## src/rtl/multi_edge_detector.sv

```systemverilog
// Multi-channel edge detector: synchroniser, per-channel edge mode, sticky pending and irq.
// Optional glitch filter enabled by defining MULTI_EDGE_DETECTOR_FILTER_EN.
module multi_edge_detector #(
  parameter int unsigned WIDTH         = 8,
  parameter int unsigned SYNC_STAGES   = 2,
  parameter int unsigned FILTER_CYCLES = 4,
  parameter bit          INIT_LEVEL    = 1'b0
) (
  input  logic               clk,
  input  logic               reset,
  input  logic [WIDTH-1:0]   signal_in,
  input  logic [2*WIDTH-1:0] mode,
  input  logic [WIDTH-1:0]   clear,
  input  logic [WIDTH-1:0]   irq_mask,
  output logic [WIDTH-1:0]   level_out,
  output logic [WIDTH-1:0]   edge_pulse,
  output logic [WIDTH-1:0]   pending,
  output logic               irq
);

  localparam logic [WIDTH-1:0] INIT_VEC = {WIDTH{INIT_LEVEL}};

  if (SYNC_STAGES < 2 || SYNC_STAGES > 4) begin : g_bad_sync
    $error("multi_edge_detector: SYNC_STAGES must be 2..4");
  end
  if (FILTER_CYCLES < 1 || FILTER_CYCLES > 255) begin : g_bad_filter
    $error("multi_edge_detector: FILTER_CYCLES must be 1..255");
  end

  logic [WIDTH-1:0] sync_q [SYNC_STAGES];
  logic [WIDTH-1:0] sync_s;
  logic [WIDTH-1:0] level_s;
  logic [WIDTH-1:0] mode_rise;
  logic [WIDTH-1:0] mode_fall;
  logic [WIDTH-1:0] last_q;
  logic [WIDTH-1:0] edge_d, edge_q;
  logic [WIDTH-1:0] pending_d, pending_q;
  logic             irq_d, irq_q;

  // Synchroniser chain; the last stage is the metastability-safe level.
  always_ff @(posedge clk or posedge reset) begin
    if (reset) begin
      for (int unsigned i = 0; i < SYNC_STAGES; i++) sync_q[i] <= INIT_VEC;
    end else begin
      sync_q[0] <= signal_in;
      for (int unsigned i = 1; i < SYNC_STAGES; i++) sync_q[i] <= sync_q[i-1];
    end
  end

  assign sync_s = sync_q[SYNC_STAGES-1];

`ifdef MULTI_EDGE_DETECTOR_FILTER_EN
  localparam logic [7:0] CNT_MAX = 8'(FILTER_CYCLES - 1);

  logic [7:0]       cnt_q [WIDTH];
  logic [7:0]       cnt_d [WIDTH];
  logic [WIDTH-1:0] filt_q, filt_d;

  // A level is accepted only after it differs from filt for FILTER_CYCLES cycles in a row.
  always_comb begin
    filt_d = filt_q;
    for (int unsigned i = 0; i < WIDTH; i++) begin
      cnt_d[i] = cnt_q[i];
      if (sync_s[i] == filt_q[i]) begin
        cnt_d[i] = '0;
      end else if (cnt_q[i] == CNT_MAX) begin
        filt_d[i] = sync_s[i];
        cnt_d[i]  = '0;
      end else begin
        cnt_d[i] = cnt_q[i] + 8'd1;
      end
    end
  end

  always_ff @(posedge clk or posedge reset) begin
    if (reset) begin
      filt_q <= INIT_VEC;
      for (int unsigned i = 0; i < WIDTH; i++) cnt_q[i] <= '0;
    end else begin
      filt_q <= filt_d;
      for (int unsigned i = 0; i < WIDTH; i++) cnt_q[i] <= cnt_d[i];
    end
  end

  assign level_s = filt_q;
`else
  assign level_s = sync_s;
`endif

  for (genvar g = 0; g < WIDTH; g++) begin : g_mode
    assign mode_rise[g] = mode[2*g];
    assign mode_fall[g] = mode[2*g+1];
  end

  // Qualified edges against the previous level; mode is applied in the detection cycle.
  always_comb begin
    edge_d    = (mode_rise & level_s & ~last_q) | (mode_fall & ~level_s & last_q);
    pending_d = edge_q | (pending_q & ~clear);
    irq_d     = |(pending_d & irq_mask);
  end

  always_ff @(posedge clk or posedge reset) begin
    if (reset) begin
      last_q    <= INIT_VEC;
      edge_q    <= '0;
      pending_q <= '0;
      irq_q     <= 1'b0;
    end else begin
      last_q    <= level_s;
      edge_q    <= edge_d;
      pending_q <= pending_d;
      irq_q     <= irq_d;
    end
  end

  assign level_out  = level_s;
  assign edge_pulse = edge_q;
  assign pending    = pending_q;
  assign irq        = irq_q;

endmodule

```

## config.mk

```make
export PLATFORM = sky130hd
export DESIGN_NAME = multi_edge_detector
export DESIGN_NICKNAME = d
export VERILOG_FILES = /design/src/rtl/multi_edge_detector.sv
export SDC_FILE = /design/constraint.sdc
export NUM_CORES = 1
export LEC_CHECK = 0
export BUFFER_PORTS_ARGS = -buffer_cell sky130_fd_sc_hd__buf_2
export CORE_UTILIZATION = 39
export DETAILED_ROUTE_END_ITERATION = 8
export PLACE_DENSITY = 0.79
export SLEW_MARGIN = 30
export SYNTH_ARGS = -nofsm -noshare
export SYNTH_HDL_FRONTEND = slang
export SYNTH_SLANG_ARGS = --single-unit
export TNS_END_PERCENT = 20
```

## constraint.sdc

```tcl
create_clock -name clk -period 1.3 [get_ports clk]
set_input_delay 0.26 -clock clk [delete_from_list [all_inputs] [get_ports clk]]
set_output_delay 0.26 -clock clk [all_outputs]
set_load 0.02 [all_outputs]
```

==> results of run 1 <==
==> timing repair <==
| item | CTS | global route |
|---|---|---|
| hold buffers | 1 | 4 |
| setup buffers | 2 | 1 |
| hold endpoints to repair | 17 | 4 |
| pin swaps | 5 | 4 |
| endpoints found under the setup margin | 1 | 1 |
==> metal layers <==
layer | global-route usage | wire length, µm | up-vias
met4 | 0.07792 | 51 | 0
met3 | 0.04478 | 162 | 8
met2 | 0.2747 | 1251 | 42
met1 | 0.1574 | 997 | 467
li1 | - | - | 454
met5 | 0 | 0 | -
==> worst max-delay path by stage <==
stage	from	to	slack [ns]	cells past startpoint
after global routing	pending[4]	irq	-0.13	3
after CTS	pending[1]	irq	-0.11	3
final	pending[4]	irq	-0.1	3
after detailed placement	pending[1]	irq	-0.13	3
after floorplan	pending[1]	irq	-0.14	3
after global placement	clear[4]	irq	-0.1	5
==> cells in the final DEF (no fill, tap or decap) <==
| master | instances |
|---|---|
| sky130_fd_sc_hd__clkinv_1 | 1 |
| sky130_fd_sc_hd__dfrtp_2 | 5 |
| sky130_fd_sc_hd__a22o_1 | 4 |
| sky130_fd_sc_hd__o22ai_1 | 8 |
| sky130_fd_sc_hd__dlygate4sd3_1 | 5 |
| sky130_fd_sc_hd__a21o_1 | 8 |
| sky130_fd_sc_hd__clkbuf_8 | 1 |
| sky130_fd_sc_hd__bufinv_16 | 1 |
| sky130_fd_sc_hd__buf_2 | 66 |
| sky130_fd_sc_hd__clkbuf_4 | 5 |
| sky130_fd_sc_hd__clkbuf_1 | 1 |
| sky130_fd_sc_hd__buf_12 | 1 |
| sky130_fd_sc_hd__or4_1 | 1 |
| sky130_fd_sc_hd__dfrtp_1 | 36 |
| sky130_fd_sc_hd__buf_4 | 3 |
| sky130_fd_sc_hd__nand2_1 | 16 |
| sky130_fd_sc_hd__inv_1 | 8 |
==> cell families (layout without fill, tap and decap cells) <==
logic type / Yosys count / count (layout) / synth area share
and+or+nand+nor: 17 / 17 / 0.05071
buffers and inverters: 17 / 92 / 0.07042
DFF: 41 / 41 / 0.7700
AOI/OAI and AO/OA: 20 / 20 / 0.1089
==> power by group <==
group	leakage [nW]	switching [mW]	internal, mW
Combinational	0.486	0.180	0.156
Clock	0.0455	0.375	0.460
Sequential	0.485	0.0473	1.36
==> registers in the layout, summed over array words and instances, names as in the netlist <==
name / count
edge_pulse: 8
last_q: 8
irq: 1
sync_q: 8
pending: 8
level_out: 8
==> critical path: cells and delay by family (launching register included) <==
family / cells / cell delay (ns)
flops: 1 / 0.42
compound gates: 2 / 0.38
simple gates: 1 / 0.51
==> metrics by stage <==
stage / setup slack [ns] / setup TNS, ns / instance area (µm²) / std cells
floorplan: -0.1439 / -0.1439 / 1339 / 95
global placement: -0.09674 / -0.09674 / 1684 / 198
detailed placement: -0.1258 / -0.1258 / 1684 / 198
CTS: -0.1117 / -0.1117 / 1794 / 209
global route: -0.1292 / -0.1292 / 1842 / 214
finish: -0.09766 / -0.09766 / 1842 / 214
==> area by class of cell <==
cell class	count	share of cell area
clock buffers	7	0.02989
flip-flops and latches	41	0.5605
well taps	44	0.02989
inverters	9	0.01834
clock inverters	1	0.01630
multi-input cells	37	0.1155
repair buffers	75	0.2296
==> flow_summary.yaml, run 1 <==
run_status:
  outcome: "finished with violations"
  violations: "setup timing"
drt:
  post_drt_wl_per_cell_um: 11.51
  route.final.wire_length_um: 2463
  post_drt_via_cell_ratio: 4.537
  count_of_routing_violations_after_the_opening_detailed_route_iteration: 28
  dr_total_vias: 971
  drc_violation_count_after_routing: 0
  drt.antenna.violating_nets: 0
  dr.pass1.iters: 4
global_route:
  grt_pass1_vias: 933
  grt_antenna_before_repair: 0
  grt_pass1_wl_um: 3864
  globalRoute.totalOverflow: 0
  grt_max_degree: 25
  grt_util_all_layers: 0.1512
clocking:
  cts_tree: "built"
  cts-root-buf: "sky130_fd_sc_hd__clkbuf_4"
  cts_resized: 0
  numCtsBuffers: 5
  worstSkewPairLatency_ns: 0.34
  clock_tree.htree_level_count: 2
  cts_sinks: 41
  clock_path_buffers: 2
  reg_clk_slew_reported_paths_ns: 0.12
synthesis:
  synth_enable_flop_cells: 0
  yosys_register_bits: 41
  synth_area_per_cell_um2: 14.03
  synth.net_count: 137
  synth_sequential_area_ratio: 0.7700
  post_synth_num_cell_types: 8
  synth_top_cells_by_area: "sky130_fd_sc_hd__dfrtp_1 77%, sky130_fd_sc_hd__a21o_1 4.5%, sky130_fd_sc_hd__buf_4 4.5%"
  synth_async_sr_flop_share: 1.000
  yosysTopAreaCellShare: 0.7700
  post-synth-top-count-cell: "sky130_fd_sc_hd__dfrtp_1"
  synth-main-ff-cell: "sky130_fd_sc_hd__dfrtp_1"
  synth_area_leader_cell: "sky130_fd_sc_hd__dfrtp_1"
  ys_top_cells_by_count: "41 x sky130_fd_sc_hd__dfrtp_1, 16 x sky130_fd_sc_hd__nand2_1, 9 x sky130_fd_sc_hd__inv_1"
  post_synth_instance_area_um2: 1333
  synth_warnings: 0
  syn-instance-count: 95
worst_setup_path:
  timing.critical_path.slowest_cell_delay_ns: 0.51
  slowest_cp_cell: "sky130_fd_sc_hd__or4_1"
  timing.rr.start: "pending[4]"
  critical_path.reg2reg.endpoint: "irq"
  reg2reg_depth: 3
  cp.required_ns: 1.53
  critPathLaunchType: "flip-flop"
  worstPathMaxFanout: 2
  timing.reg2reg.setup_slack_ns: -0.1
  critical_setup_path_class: "flip-flop to flip-flop"
  worst_setup_path_end_kind: "flip-flop"
  timing.critical_path.cells: "a21o_1, a22o_1, or4_1"
  crit_arrival_ns: 1.62
sta:
  timing.final.ws_setup_ns: -0.09766
  timing.final.hold_violations: 0
  min_period_over_period: 1.075
  setup_viol_count_final: 1
  rsz0062_at_grt: "yes"
  hold-worst-slack_ns: 0.02339
  fmax_ghz: 0.7155
  slew_headroom: 0.5682
  min_period_ns: 1.398
  tightestPinTransition_ns: 0.6437
  clock_skew_ns: 0.01526
  final_max_slew_viol_count: 0
finish:
  area_growth_pct: 38.22
  num-nets-final: 211
  seq_area_um2: 1032
  num_antenna_cells: 0
  share_of_final_layout_standard_cells_stronger_than_drive_strength_1: 0.4824
  multi_input_area_um2: 212.7
  final_util: 0.5841
  fillers: 285
floorplanning:
  std_cell_rows: 20
  num_io_pins: 67
  starting_density_of_the_core: 0.4226
  core_um2: 3153
  die_area_um2: 3654
  die_h_um: 60.45
  floorplan.die.width_um: 60.45
power_and_ir_drop:
  p_total_mw: 2.581
  ir_drop_v: 0.0007847
  powerDensity_nw_per_um2: 1401
  power.static_leakage_nw: 1.016
placed_design:
  dp_hpwl_um: 1863
  placement.io_buffers: 66
  globalplace.congestion: 0.8257
hold_path:
  min-delay-path-class: "primary input to flip-flop"
  worst_hold_path.num_cells: 1
  hold-path-endpoint: "sync_q[10]"
  worstHoldStart: "signal_in[2]"
run:
  maxCapViolations: 0
(Power assumes the default switching activity.)
==> run 2: changes to the inputs <==
ABC_AREA = 1   (was not set)
CORE_UTILIZATION = 40   (was 39)
==> flow_summary.yaml, run 2 <==
synthesis:
  dominant_combinational_cell_family_by_area_after_synthesis: "simple AND/OR/NAND/NOR gates"
  post_synthesis_share_of_cell_area_spent_on_and_or_nand_and_nor_gates: 0.1567
  post-synth-top-count-cell: "sky130_fd_sc_hd__dfrtp_1"
  ys_top_cells_by_count: "41 x sky130_fd_sc_hd__dfrtp_1, 25 x sky130_fd_sc_hd__nand2_1, 16 x sky130_fd_sc_hd__inv_1"
  synth_sequential_area_ratio: 0.7180
  synth.net_count: 161
  synth_compound_gate_area_share: 0.04116
  synth_area_per_cell_um2: 12.01
  share_of_synthesized_area_spent_on_multiplexers: 0
  yosysTopAreaCellShare: 0.7180
  synth_async_sr_flop_share: 1.000
  post_synth_num_cell_types: 9
  syn-instance-count: 119
  synth_top_cells_by_area: "sky130_fd_sc_hd__dfrtp_1 72%, sky130_fd_sc_hd__nand2_1 6.6%, sky130_fd_sc_hd__nand2_2 4.4%"
  synth-main-ff-cell: "sky130_fd_sc_hd__dfrtp_1"
  synth_warnings: 0
  post_synth_instance_area_um2: 1429
  synth_xor_area_frac: 0
  synth_enable_flop_cells: 0
  synth_area_leader_cell: "sky130_fd_sc_hd__dfrtp_1"
  synthAdderAreaFrac: 0
  yosys_register_bits: 41
finish:
  area_growth_pct: 34.24
  fillers: 294
  num-nets-final: 237
  stdcell_area_um2: 1918
  seq_area_um2: 1026
  num_antenna_cells: 0
  final_util: 0.5659
  share_of_final_layout_standard_cells_stronger_than_drive_strength_1: 0.4388
  multi_input_area_um2: 282.8
  layout_commonest_cell: "sky130_fd_sc_hd__buf_2"
  layout_common_cells: "66 x sky130_fd_sc_hd__buf_2, 41 x sky130_fd_sc_hd__dfrtp_1, 25 x sky130_fd_sc_hd__nand2_1"
floorplanning:
  die_area_um2: 3815
  floorplan.die.width_um: 61.77
  num_io_pins: 67
  starting_density_of_the_core: 0.4216
  die_h_um: 61.77
  core_um2: 3390
  std_cell_rows: 21
sta:
  setup_total_negative_slack_ns: 0
  timing.final.hold_violations: 0
  hold-worst-slack_ns: 0.1244
  min_period_over_period: 0.9174
  rsz0062_at_grt: "no"
  tightestPinTransition_ns: 0.2711
  min_period_ns: 1.193
  clock_skew_ns: 0.007424
  fmax_ghz: 0.8385
  setup_viol_count_final: 0
  final_max_slew_viol_count: 0
  slew_headroom: 0.8193
worst_setup_path:
  cp.required_ns: 1.04
  critPathLaunchType: "flip-flop"
  slowest_cp_cell: "sky130_fd_sc_hd__dfrtp_1"
  worstPathMaxFanout: 4
  timing.critical_path.cells: "buf_2"
  critical_setup_path_class: "flip-flop to output port"
  crit_arrival_ns: 0.93
  crit_family: "flip-flops"
  timing.critical_path.slowest_cell_delay_ns: 0.42
  cp_num_buf_inv: 1
  worst_setup_path_end_kind: "output port"
drt:
  drt.antenna.violating_nets: 0
  drc_violation_count_after_routing: 0
  post_drt_wl_per_cell_um: 9.806
  dr.pass1.iters: 4
  count_of_routing_violations_after_the_opening_detailed_route_iteration: 26
  route.final.wire_length_um: 2373
  post_drt_via_cell_ratio: 4.079
  dr_total_vias: 987
placed_design:
  globalplace.congestion: 0.6498
  dp_hpwl_um: 1784
  dpl-instance-area_um2: 1772
  placement.io_buffers: 66
clocking:
  cts_tree: "built"
  clock_path_buffers: 2
  worstSkewPairLatency_ns: 0.34
  cts_resized: 0
  cts-root-buf: "sky130_fd_sc_hd__clkbuf_4"
  reg_clk_slew_reported_paths_ns: 0.12
  clock_tree.htree_level_count: 2
  cts_sinks: 41
  numCtsBuffers: 5
global_route:
  grt_pass1_vias: 862
  grt_pass1_wl_um: 3519
  grt_util_all_layers: 0.1357
  grt_antenna_before_repair: 0
  globalRoute.totalOverflow: 0
  grt_max_degree: 23
hold_path:
  min-delay-path-class: "primary input to flip-flop"
run_status:
  outcome: "completed"
power_and_ir_drop:
  ir_drop_v: 0.0007450
  powerDensity_nw_per_um2: 1229
  power.static_leakage_nw: 1.029
run:
  maxCapViolations: 0
==> run 2: cell types whose count changed after synthesis <==
cell,change
sky130_fd_sc_hd__a22o_1,-4
sky130_fd_sc_hd__nand3b_1,+8
sky130_fd_sc_hd__o21ai_0,+8
sky130_fd_sc_hd__o22ai_1,-8
sky130_fd_sc_hd__or4_1,-1
sky130_fd_sc_hd__nand2_1,+9
sky130_fd_sc_hd__a21o_1,-8
sky130_fd_sc_hd__nor2_1,+2
sky130_fd_sc_hd__o21bai_4,+1
sky130_fd_sc_hd__inv_1,+7
sky130_fd_sc_hd__nand2_2,+10
==> run 2: final cells by class <==
cell class / instances / area share
sequential: 41 / 0.5349
tap: 46 / 0.03001
multi-input combinational: 54 / 0.1474
inverter: 16 / 0.03131
clock inverter: 2 / 0.007828
clock buffer: 6 / 0.02153
timing repair buffer: 77 / 0.2270
==> run 2: worst paths after layout <==
kind / slack, ns / endpoint / start / depth (start not counted)
max: 0.11 / level_out[0] / level_out[0] / 1
min in group asynchronous: 0.47 / level_out[0] / reset / 4
max reg2reg: 0.41 / irq / edge_pulse[7] / 5
min reg2reg: 0.36 / level_out[4] / sync_q[12] / 0
min: 0.12 / pending[7] / clear[7] / 2
max in group asynchronous: 0.60 / edge_pulse[5] / reset / 4
==> run 2: power breakdown <==
part | internal [mW] | total, mW | switching [mW] | leakage [nW]
Sequential | 1.36 | 1.40 | 0.0441 | 0.491
Combinational | 0.150 | 0.345 | 0.195 | 0.513
Clock | 0.211 | 0.606 | 0.395 | 0.0245
Total | 1.72 | 2.36 | 0.634 | 1.03
==> run 2: routing by layer <==
layer / GRT usage / wire (µm) / part of all wire
met5: 0 / 0 / 0
met3: 0.07039 / 149 / 0.063
met2: 0.2028 / 1199 / 0.51
met4: 0.05714 / 13 / 0.0055
met1: 0.1660 / 1011 / 0.43
==> run 2: stage by stage <==
stage | total power, mW | setup slack, ns | cells
after floorplan | 1.627 | 0.09400 | 119
after global placement | 1.755 | 0.4392 | 225
after detailed placement | 1.763 | 0.4015 | 225
after CTS | 2.397 | 0.08013 | 241
after global routing | 2.495 | 0.02833 | 242
final | 2.356 | 0.1074 | 242
==> run 2: logic make-up (layout without fill, tap and decap cells) <==
family                 after synthesis  in the layout
AO/OA/AOI/OAI                        9              9
buffers and inverters               24            101
flip-flops                          41             41
AND/OR/NAND/NOR                     45             45
==> run 2: repair_timing <==
| item | 4_1_cts | 5_1_grt |
|---|---|---|
| endpoints found under the hold margin | 48 | 1 |
| hold buffers | 8 | 1 |
| setup endpoints to repair | 0 | 0 |
| buffers inserted | 0 | 0 |
==> run 3: changes to the inputs <==
clock period = 1 ns   (was 1.3 ns; I/O delays follow)
==> flow_summary.yaml, run 3 (same netlist as run 2, synthesis figures left out) <==
drt:
  route.final.wire_length_um: 2855
  drc_violation_count_after_routing: 0
  count_of_routing_violations_after_the_opening_detailed_route_iteration: 40
  post_drt_wl_per_cell_um: 11.51
  dr.pass1.iters: 4
  post_drt_via_cell_ratio: 4.129
  drt.antenna.violating_nets: 0
  dr_total_vias: 1024
sta:
  timing.final.hold_violations: 0
  slew_headroom: 0.8538
  clock_skew_ns: 0.01137
  timing.final.ws_setup_ns: -0.1512
  tightestPinTransition_ns: 0.2170
  min_period_ns: 1.151
  rsz0062_at_grt: "yes"
  fmax_ghz: 0.8686
  setup_viol_count_final: 25
  final_max_slew_viol_count: 0
  min_period_over_period: 1.151
  setup_total_negative_slack_ns: -2.683
global_route:
  grt_pass1_wl_um: 4153
  grt_pass1_vias: 967
  grt_util_all_layers: 0.1601
  grt.met1_usage: 0.1964
  grtUsageMet2: 0.2535
  grt_max_degree: 42
  globalRoute.totalOverflow: 0
  grt_use_met3: 0.07039
  grt-busiest-layer: "met2"
  grt_antenna_before_repair: 0
clocking:
  reg_clk_slew_reported_paths_ns: 0.13
  cts-root-buf: "sky130_fd_sc_hd__clkbuf_4"
  cts_tree: "built"
  clock_path_buffers: 2
  numCtsBuffers: 5
  clock_tree.htree_level_count: 2
  worstSkewPairLatency_ns: 0.35
  cts_sinks: 41
worst_setup_path:
  timing.critical_path.cells: "buf_6"
  worst_setup_path_end_kind: "output port"
  timing.critical_path.slowest_cell_delay_ns: 0.45
  worstPathMaxFanout: 4
  slowest_cp_cell: "sky130_fd_sc_hd__dfrtp_1"
  crit_arrival_ns: 0.95
  cp.required_ns: 0.80
  crit_family: "flip-flops"
  critical_setup_path_class: "flip-flop to output port"
  cp_num_buf_inv: 1
  critPathLaunchType: "flip-flop"
run_status:
  violations: "setup timing"
  outcome: "finished with violations"
floorplanning:
  die_h_um: 61.77
  floorplan.die.width_um: 61.77
  starting_density_of_the_core: 0.4216
  std_cell_rows: 21
  core_um2: 3390
  num_io_pins: 67
  die_area_um2: 3815
finish:
  final_util: 0.6139
  layout_common_cells: "55 x sky130_fd_sc_hd__buf_2, 41 x sky130_fd_sc_hd__dfrtp_1, 24 x sky130_fd_sc_hd__nand2_1"
  num_antenna_cells: 0
  layout_commonest_cell: "sky130_fd_sc_hd__buf_2"
  area_growth_pct: 45.62
  share_of_final_layout_standard_cells_stronger_than_drive_strength_1: 0.4752
  num-nets-final: 243
run:
  maxCapViolations: 0
power_and_ir_drop:
  power.static_leakage_nw: 1.098
  powerDensity_nw_per_um2: 1659
  p_total_mw: 3.453
  ir_drop_v: 0.001411
placed_design:
  globalplace.congestion: 0.6236
  placement.io_buffers: 66
  dpl_worst_slack_ns: 0.1031
  dp_hpwl_um: 1767
hold_path:
  min-delay-path-class: "primary input to flip-flop"
## run 3: area by class of cell
type,count,area (µm²)
Clock buffer,5,37.54
Clock inverter,3,46.29
Fill cell,276,1309
Inverter,16,63.81
Multi-Input combinational cell,54,287.8
Sequential cell,41,1026
Tap cell,46,57.56
Timing Repair Buffer,83,561.8
## run 3: timing repair
action / 4_1_cts / 5_1_grt
buffers inserted: 5 / 2
hold endpoints to repair: 49 / 0
hold buffers: 9 / 0
setup endpoints to repair: 25 / 25
pin swaps: 0 / 2
gates resized for setup: 8 / 16
## run 3: metal layers
| layer | vias up | part of all wire |
|---|---|---|
| met5 | - | 0 |
| met4 | 0 | 0.013 |
| met3 | 6 | 0.062 |
| met2 | 40 | 0.53 |
| met1 | 459 | 0.39 |
| li1 | 519 | - |
## run 3: power breakdown
| group | internal, mW | switching, mW | total [mW] | leakage (nW) |
|---|---|---|---|---|
| clock | 0.529 | 0.559 | 1.09 | 0.0414 |
| sequential | 1.77 | 0.0620 | 1.83 | 0.491 |
| combinational | 0.257 | 0.277 | 0.534 | 0.565 |
| total | 2.56 | 0.897 | 3.45 | 1.10 |
## run 3: per-stage QoR
stage          hold WS, ns  cell area [µm²]  cells
2_1_floorplan       0.1852             1433    119
3_3_place_gp        0.2600             1780    224
3_5_place_dp        0.2637             1780    224
4_1_cts            0.03470             2017    246
5_1_grt            0.01620             2081    248
6_report           0.03742             2081    248
## run 3: final timing paths
check                              from            to  slack (ns)  depth (start not counted)
setup reg to reg             pending[3]           irq        0.04                          7
hold reg to reg              sync_q[12]  level_out[4]        0.36                          0
setup / recovery           level_out[0]  level_out[0]       -0.15                          1
max in group asynchronous         reset    pending[4]        0.37                          4
hold / removal                 clear[7]    pending[7]        0.04                          2
min in group asynchronous         reset     sync_q[8]        0.44                          4
